<file path="config.mk">
export PLATFORM = sky130hd
export DESIGN_NAME = mult_arbiter_flat
export DESIGN_NICKNAME = d
export VERILOG_FILES = /design/src/rtl/mult_arbiter_if.sv /design/src/rtl/mult_arbiter.sv /design/src/flat_wrapper.sv
export SDC_FILE = /design/constraint.sdc
export NUM_CORES = 1
export LEC_CHECK = 0
export CORE_ASPECT_RATIO = 0.8
export CORE_MARGIN = 3
export CORE_UTILIZATION = 35
export CTS_BUF_LIST = sky130_fd_sc_hd__clkbuf_4 sky130_fd_sc_hd__clkbuf_8 sky130_fd_sc_hd__clkbuf_16
export CTS_CLUSTER_SIZE = 25
export DETAILED_ROUTE_END_ITERATION = 8
export PLACE_DENSITY = 0.74
export REMOVE_ABC_BUFFERS = 1
export SLEW_MARGIN = 20
export SYNTH_ARGS = -nofsm -noshare
export SYNTH_HDL_FRONTEND = slang
export SYNTH_SLANG_ARGS = --single-unit
</file>
<file path="constraint.sdc">
create_clock -name clk_in -period 2.43 [get_ports clk_in]
set_input_delay 0.3645 -clock clk_in [delete_from_list [all_inputs] [get_ports clk_in]]
set_output_delay 0.3645 -clock clk_in [all_outputs]
set_load 0.01 [all_outputs]
</file>
<file path="src/rtl/mult_arbiter_if.sv">
// rtl/mult_arbiter_if.sv - request, multiplier and response signals of mult_arbiter
//
// Groups every handshake signal of the two-requester multiplier arbiter.
//   master : the environment (requesters and the shared multiplier)
//   slave  : the arbiter itself
// Requester i operands live at req_x/req_y[i*WIDTH +: WIDTH].
interface mult_arbiter_if #(
  parameter int WIDTH = 4
);
  logic [1:0]         req_valid;
  logic [2*WIDTH-1:0] req_x;
  logic [2*WIDTH-1:0] req_y;
  logic [1:0]         req_ready;
  logic               m_start;
  logic [WIDTH-1:0]   m_x;
  logic [WIDTH-1:0]   m_y;
  logic               m_ready;
  logic [2*WIDTH-1:0] m_product;
  logic [1:0]         rsp_valid;
  logic [2*WIDTH-1:0] rsp_product;
  logic               rsp_err;
  logic               busy;

  modport master (
    output req_valid, req_x, req_y, m_ready, m_product,
    input  req_ready, m_start, m_x, m_y, rsp_valid, rsp_product, rsp_err, busy
  );

  modport slave (
    input  req_valid, req_x, req_y, m_ready, m_product,
    output req_ready, m_start, m_x, m_y, rsp_valid, rsp_product, rsp_err, busy
  );
endinterface

</file>
<file path="src/rtl/mult_arbiter.sv">
// rtl/mult_arbiter.sv - round-robin arbiter sharing one multiplier between two requesters
//
// Ports:
//   clk_in  : single clock, all state on the rising edge
//   rst_in  : asynchronous active-high reset
//   bus     : mult_arbiter_if.slave
//     req_valid/req_x/req_y -> request and packed operands, held until granted
//     req_ready             <- one-cycle accept pulse to the granted requester
//     m_start/m_x/m_y       <- one-cycle start pulse and registered operands
//     m_ready/m_product     -> multiplier completion pulse and result
//     rsp_valid/rsp_product <- one-cycle response pulse and held result
//     rsp_err               <- timeout flag, meaningful with rsp_valid
//     busy                  <- high whenever the FSM is not in IDLE
// Optional feature: define MULT_ARBITER_TIMEOUT_EN to bound WAIT to TIMEOUT
// cycles; without it WAIT lasts until m_ready and rsp_err is tied low.
module mult_arbiter #(
  parameter int WIDTH   = 4,
  parameter int TIMEOUT = 32
) (
  input logic           clk_in,
  input logic           rst_in,
  mult_arbiter_if.slave bus
);

  typedef enum logic [1:0] {IDLE, ISSUE, WAIT, RESP} state_t;

  state_t state;
  logic   grant;       // owner of the in-flight operation
  logic   last_grant;  // reset to 1 so requester 0 wins the first tie
  logic   pick;        // requester that would be granted this cycle

  // Ties go to the requester that was not served last; a lone request wins.
  always_comb begin
    pick = 1'b0;
    if (&bus.req_valid) pick = ~last_grant;
    else                pick = bus.req_valid[1];
  end

`ifdef MULT_ARBITER_TIMEOUT_EN
  localparam int CNT_W = $clog2(TIMEOUT + 1);
  logic [CNT_W-1:0] wait_cnt;  // WAIT cycles already spent, minus one
`else
  assign bus.rsp_err = 1'b0;
`endif

  always_ff @(posedge clk_in or posedge rst_in) begin
    if (rst_in) begin
      state           <= IDLE;
      grant           <= 1'b0;
      last_grant      <= 1'b1;
      bus.req_ready   <= '0;
      bus.m_start     <= 1'b0;
      bus.m_x         <= '0;
      bus.m_y         <= '0;
      bus.rsp_valid   <= '0;
      bus.rsp_product <= '0;
      bus.busy        <= 1'b0;
`ifdef MULT_ARBITER_TIMEOUT_EN
      wait_cnt        <= '0;
      bus.rsp_err     <= 1'b0;
`endif
    end else begin
      // Pulse outputs default low so each is high for exactly one cycle.
      bus.req_ready <= '0;
      bus.m_start   <= 1'b0;
      bus.rsp_valid <= '0;
      case (state)
        IDLE: begin
          if (|bus.req_valid) begin
            state         <= ISSUE;
            grant         <= pick;
            last_grant    <= pick;
            bus.m_x       <= pick ? bus.req_x[WIDTH +: WIDTH] : bus.req_x[0 +: WIDTH];
            bus.m_y       <= pick ? bus.req_y[WIDTH +: WIDTH] : bus.req_y[0 +: WIDTH];
            bus.req_ready <= {pick, ~pick};
            bus.m_start   <= 1'b1;
            bus.busy      <= 1'b1;
          end
        end
        ISSUE: begin
          // m_ready is deliberately not looked at here.
          state <= WAIT;
`ifdef MULT_ARBITER_TIMEOUT_EN
          wait_cnt <= '0;
`endif
        end
        WAIT: begin
          if (bus.m_ready) begin
            state           <= RESP;
            bus.rsp_product <= bus.m_product;
            bus.rsp_valid   <= {grant, ~grant};
`ifdef MULT_ARBITER_TIMEOUT_EN
            bus.rsp_err     <= 1'b0;
`endif
          end
`ifdef MULT_ARBITER_TIMEOUT_EN
          // A completion in the final WAIT cycle wins over the timeout.
          else if (wait_cnt == CNT_W'(TIMEOUT - 1)) begin
            state           <= RESP;
            bus.rsp_product <= '0;
            bus.rsp_valid   <= {grant, ~grant};
            bus.rsp_err     <= 1'b1;
          end else begin
            wait_cnt <= wait_cnt + CNT_W'(1);
          end
`endif
        end
        RESP: begin
          state    <= IDLE;
          bus.busy <= 1'b0;
        end
        default: state <= IDLE;
      endcase
    end
  end

endmodule

</file>
<file path="src/flat_wrapper.sv">
// flat-port wrapper written by rule: the top's interface ports become plain ports
module mult_arbiter_flat 
#(
  parameter int WIDTH   = 4,
  parameter int TIMEOUT = 32
)
  (clk_in, rst_in, bus_req_valid, bus_req_x, bus_req_y, bus_m_ready, bus_m_product, bus_req_ready, bus_m_start, bus_m_x, bus_m_y, bus_rsp_valid, bus_rsp_product, bus_rsp_err, bus_busy);
  mult_arbiter_if #(.WIDTH(WIDTH)) bus_i ();
  input logic clk_in;
  input logic rst_in;
  input wire logic [$bits(bus_i.req_valid)-1:0] bus_req_valid;
  input wire logic [$bits(bus_i.req_x)-1:0] bus_req_x;
  input wire logic [$bits(bus_i.req_y)-1:0] bus_req_y;
  input wire logic [$bits(bus_i.m_ready)-1:0] bus_m_ready;
  input wire logic [$bits(bus_i.m_product)-1:0] bus_m_product;
  output wire logic [$bits(bus_i.req_ready)-1:0] bus_req_ready;
  output wire logic [$bits(bus_i.m_start)-1:0] bus_m_start;
  output wire logic [$bits(bus_i.m_x)-1:0] bus_m_x;
  output wire logic [$bits(bus_i.m_y)-1:0] bus_m_y;
  output wire logic [$bits(bus_i.rsp_valid)-1:0] bus_rsp_valid;
  output wire logic [$bits(bus_i.rsp_product)-1:0] bus_rsp_product;
  output wire logic [$bits(bus_i.rsp_err)-1:0] bus_rsp_err;
  output wire logic [$bits(bus_i.busy)-1:0] bus_busy;
  assign bus_i.req_valid = bus_req_valid;
  assign bus_i.req_x = bus_req_x;
  assign bus_i.req_y = bus_req_y;
  assign bus_i.m_ready = bus_m_ready;
  assign bus_i.m_product = bus_m_product;
  assign bus_req_ready = bus_i.req_ready;
  assign bus_m_start = bus_i.m_start;
  assign bus_m_x = bus_i.m_x;
  assign bus_m_y = bus_i.m_y;
  assign bus_rsp_valid = bus_i.rsp_valid;
  assign bus_rsp_product = bus_i.rsp_product;
  assign bus_rsp_err = bus_i.rsp_err;
  assign bus_busy = bus_i.busy;
  mult_arbiter #(.WIDTH(WIDTH), .TIMEOUT(TIMEOUT)) u_core (.clk_in(clk_in), .rst_in(rst_in), .bus(bus_i));
endmodule
</file>
==> results of run 1 <==
layer usage:
metal / routed length, µm / GRT usage [%]
met1: 1080 / 16.1
met4: 10 / 2.50
met2: 1080 / 21.3
met5: 0 / 0
met3: 272 / 5.80
where the power goes:
group	internal [mW]	leakage (nW)	switching (mW)
sequential	0.643	0.310	0.120
combinational	0.552	0.425	0.389
clock	0.145	0.0288	0.127
total	1.34	0.763	0.636
cell families (layout without fill, tap and decap cells):
family,Yosys count,after routing,share of synthesized area [%]
adder cells (fa/ha/maj),4,4,4.51
multiplexers,9,9,9.47
other,1,1,0.338
buffers and inverters,9,62,3.83
flip-flops,26,26,58.7
AO/OA/AOI/OAI,25,25,14.4
AND/OR/NAND/NOR,22,22,8.68
synth_stat cells:
master	count
o21ai_1	1
a31oi_1	1
a21oi_2	1
o32a_1	1
buf_4	2
nor2_1	10
a21o_1	1
and2_1	1
and3_1	1
a21oi_1	17
inv_2	1
a21boi_4	1
dfrtp_1	25
conb_1	1
nand2_1	9
nor3b_2	1
mux2_4	1
inv_1	5
dfstp_2	1
mux2_2	8
o22a_1	1
buf_2	1
a21bo_2	1
ha_1	4
layout by cell type (no fill, tap or decap):
master	Yosys	final
clkdlybuf4s50_1	0	50
dfrtp_1	25	25
a21oi_1	17	17
nor2_1	10	10
nand2_1	9	9
mux2_2	8	8
inv_1	5	5
ha_1	4	4
clkbuf_8	0	4
buf_4	2	2
o21ai_1	1	1
inv_2	1	1
a21bo_2	1	1
a21boi_4	1	1
nor3b_2	1	1
o22a_1	1	1
and3_1	1	1
and2_1	1	1
a31oi_1	1	1
a21o_1	1	1
a21oi_2	1	1
mux2_4	1	1
o32a_1	1	1
conb_1	1	1
dfstp_2	1	1
flip-flops by register name, indices dropped and copies added (netlist names), 2 cells and up:
signal,cells
u_core.bus.rsp_product,8
u_core.bus.m_x,4
u_core.bus.m_y,4
u_core.bus.req_ready,2
u_core.bus.rsp_valid,2
u_core.state,2
final cells by class:
class	instances	area [µm²]	share of cell area [%]
inverters	6	22.5	1.32
well taps	38	47.5	2.78
multi-input cells	61	415	24.3
repair buffers	52	515	30.2
flip-flops and latches	26	652	38.2
clock buffers	4	55.1	3.22
per-stage QoR:
stage	hold slack, ns	area [µm²]	worst slack [ns]
floorplan	0.404	1090	0.978
global route	0.425	1710	0.797
finish	0.400	1710	0.880
global placement	0.449	1650	0.746
CTS	0.410	1710	0.875
detailed placement	0.453	1650	0.716
final timing paths:
check / to / slack [ns] / cells after the start
max in group asynchronous: u_core.bus.m_x[0] / 1.47 / 3
worst min register to register: u_core.bus.rsp_valid[0] / 0.47 / 1
worst max register to register: u_core.state[1] / 0.89 / 5
worst min-delay path: u_core.bus.rsp_product[1] / 0.40 / 2
min in group clk_in: u_core.bus.rsp_valid[0] / 0.47 / 1
worst max-delay path: bus_m_y[2] / 0.88 / 1
==> impl_results.md, run 1 <==
* Fin util at 59.0%
* Drt drc at 0
* Dominant cell type by area after synthesis: dfrtp_1
* Yosys top cell area share at 56.4%
* Peak ir drop on the vdd network at 535 µV
* Synthesized area at 1110 µm²
* Setup Skew at 0.00209 ns
* Synth Register Bits at 26
* FP Rows at 17
* Clock-pin slew on the worst setup and hold paths at 0.08 ns
* Hold Crit Class: input port to asynchronous set/reset pin
* I/O pins at 52
* Area grow syn2layout at 53.9%
* Die height at 56.4 µm
* Buffer count from post-CTS setup fixing at 0
* Initial antenna violation count at 0
* RSZ-0062 raised after global routing: false
* Drt pass-1 iters at 4
* Final setup fails at 0
* Period utilisation layout at 63.8%
* Share of cells above drive strength 1 at 14.1%
* Slowest stage delay, CP at 0.55 ns
* Number of port buffers at 50
* Diode count at 0
* Final nets at 183
* Fmax at 645 MHz
* Final Hold Fails at 0
* Vias per cell at 4.78
* H-tree depth at 1
* CP Buf/Inv Count at 1
* CTS buffer count at 3
* Vias in the first global route at 918
* Dpl cells at 183
* Max cap viols at 0
* Largest net degree at the start of global routing at 16
* GP Congestion at 0.779
* Non-filler cells, final at 187
* Drt wl/cell at 13.1 µm
* R2R Path Start: u_core.state[1]
* Worst-Skew Late Latency at 0.26 ns
* Cell family with most CP delay: buffers and inverters
* CTS tree: done
* Worst EP arrival at 1.19 ns
* Slew Viols, Final at 0
* Die Width at 69.0 µm
* Post-Syn Instances at 96
* Largest cells by area after synthesis: dfrtp_1 56%, mux2_2 8.1%, a21oi_1 7.7%
* Max FO, Critical Path at 2
* Clk Tree Root Cell: clkbuf_8
* Synth Warn # at 0
* Tmin final at 1.55 ns
* Setup crit start: u_core.bus.m_y[2]
* Initial drt markers at 36
* Die area at 3890 µm²
* Critical path's slowest cell: clkdlybuf4s50_1
* Worst setup SP type: register
* Core region area at 2890 µm²
* Cts hold-fix bufs at 0
* Max Root-Sink Buffers at 2
* Total chip power at 1.98 mW
* CP required at 2.07 ns
* Clk sinks at 26
* Via count at 894
* Post-Route WL at 2440 µm
* Total grt overflow at 0
* Detail Route Antenna Nets at 0
* Pleak at 0.763 nW
* Setup CP Type: register to primary output
* Synthesized area per cell at 11.6 µm²
* Post-cts resize count at 0
* Post-synthesis sequential area ratio at 58.7%
* Detail Placement HPWL at 1860 µm
* CP cell instances: clkdlybuf4s50_1
* Netlist cell types at 24
* Starting Density at 38.4%
* First-pass GRT wire length at 3840 µm
* Kind of end point of the critical path: primary output
* Setup_tns at 0 ns
* Fillers at 253
* PD cells at 1160 nW/µm²
* Status: finished clean
* Total GRT Usage at 13.1%
No activity file was read; power rests on OpenSTA's default activity.
==> run 2: changes to the inputs <==
clock period = 1.43 ns   (was 2.43 ns; I/O delays follow)
==> impl_results.md, run 2 (synthesized netlist as in run 1, its figures left out) <==
* Slew Viols, Final at 0
* Initial drt markers at 43
* Hold Crit Class: input port to asynchronous set/reset pin
* Worst-Skew Late Latency at 0.27 ns
* Number of port buffers at 50
* Max reg flops at 8
* Most frequent cells in the layout: 42 x clkdlybuf4s50_1, 25 x dfrtp_1, 17 x a21oi_1, 10 x nor2_1
* Vias in the first global route at 947
* Dpl cells at 188
* Share of cells above drive strength 1 at 19.4%
* Hold WS at 0.294 ns
* Final setup fails at 0
* I/O pins at 52
* Detail Placement HPWL at 1860 µm
* Clock-pin slew on the worst setup and hold paths at 0.09 ns
* CTS buffer count at 3
* Post-Route WL at 2540 µm
* Drt pass-1 iters at 4
* Worst EP arrival at 1.56 ns
* Setup CP Type: register to register
* Area grow syn2layout at 62.2%
* Fmax at 717 MHz
* Clk Tree Root Cell: clkbuf_8
* Diode count at 0
* Cts hold-fix bufs at 0
* Pleak at 0.870 nW
* GP Congestion at 0.704
* CP required at 1.59 ns
* CTS tree: done
* Max FO, Critical Path at 3
* Total grt overflow at 0
* Non-filler cells, final at 193
* Total chip power at 3.58 mW
* Die area at 3890 µm²
* First-pass GRT wire length at 4110 µm
* Final nets at 189
* Largest net degree at the start of global routing at 27
* Detail Route Antenna Nets at 0
* Clk sinks at 26
* Period utilisation layout at 97.6%
* Tmin final at 1.40 ns
* Register ranked first by flip-flop count: u_core.bus.rsp_product
* Kind of end point of the critical path: register
* FP Rows at 17
* Die Width at 69.0 µm
* Drt wl/cell at 13.1 µm
* Setup Skew at 0.00296 ns
* Biggest registers after layout: u_core.bus.rsp_product: 8 flops, u_core.bus.m_x: 4 flops, u_core.bus.m_y: 4 flops
* Core region area at 2890 µm²
* Worst setup SP type: register
* Peak ir drop on the vdd network at 867 µV
* Starting Density at 38.4%
* Via count at 912
* Final Cell Area at 1800 µm²
* Status: finished clean
* Area after DPL at 1690 µm²
* Final Hold Fails at 0
* Initial antenna violation count at 0
* H-tree depth at 1
* PD cells at 1990 nW/µm²
* Leading cell type in the layout, fill and taps excluded: clkdlybuf4s50_1
* RSZ-0062 raised after global routing: true
* Max Root-Sink Buffers at 2
* Total GRT Usage at 14.3%
* Die height at 56.4 µm
* Vias per cell at 4.73
* Max cap viols at 0
* Drt drc at 0
==> run 2: repair_timing <==
| item | in CTS | in global routing |
|---|---|---|
| resized for setup | 0 | 12 |
| pin swaps | 0 | 0 |
| buffers inserted | 1 | 0 |
| endpoints found under the setup margin | 1 | 18 |
==> run 2: power by group <==
part	internal, mW	total [mW]	switching (mW)
Combinational	0.997	1.71	0.713
Sequential	1.09	1.27	0.177
Clock	0.374	0.605	0.231
Total	2.46	3.58	1.12
==> run 2: metal layers <==
metal,part of all wire [%],vias to the layer above,track usage (%)
met1,41,417,17.9
met3,12,2,6.00
met2,45,51,22.1
li1,-,442,-
met5,0,-,0
met4,0.75,0,4.17
==> run 2: final cells by class <==
type,instances,area [µm²]
Clock buffer,3,41.3
Clock inverter,1,30.0
Fill cell,231,1090
Inverter,6,22.5
Multi-Input combinational cell,61,427
Sequential cell,26,652
Tap cell,38,47.5
Timing Repair Buffer,58,581
==> run 2: final timing paths <==
| check | from | endpoint | slack [ns] | cells past startpoint |
|---|---|---|---|---|
| worst max-delay path | u_core.state[1] | u_core.state[1] | 0.03 | 5 |
| worst min-delay path | rst_in | u_core.bus.rsp_product[1] | 0.29 | 3 |
| worst max register to register | u_core.state[1] | u_core.state[1] | 0.03 | 5 |
| worst min register to register | u_core.grant | u_core.bus.rsp_valid[0] | 0.45 | 1 |
| min in group clk_in | u_core.grant | u_core.bus.rsp_valid[0] | 0.45 | 1 |
| max in group asynchronous | rst_in | u_core.last_grant | 0.83 | 3 |
==> run 2: through the flow <==
step	setup WS [ns]	util, %	setup TNS (ns)
after floorplan	-0.0219	-	-0.0219
after global placement	-0.0755	58.4	-0.712
after detailed placement	-0.0787	58.4	-1.13
after CTS	0.00540	61.2	0
after global routing	-0.0327	62.2	-0.0327
final	0.0346	62.2	0
==> run 2: critical path, cell delays in order (launching register included) <==
cell and delay (ns):
dfrtp_1 0.41, inv_1 0.09, ha_2 0.20, nor3b_4 0.22, a21oi_2 0.07, mux2_4 0.30
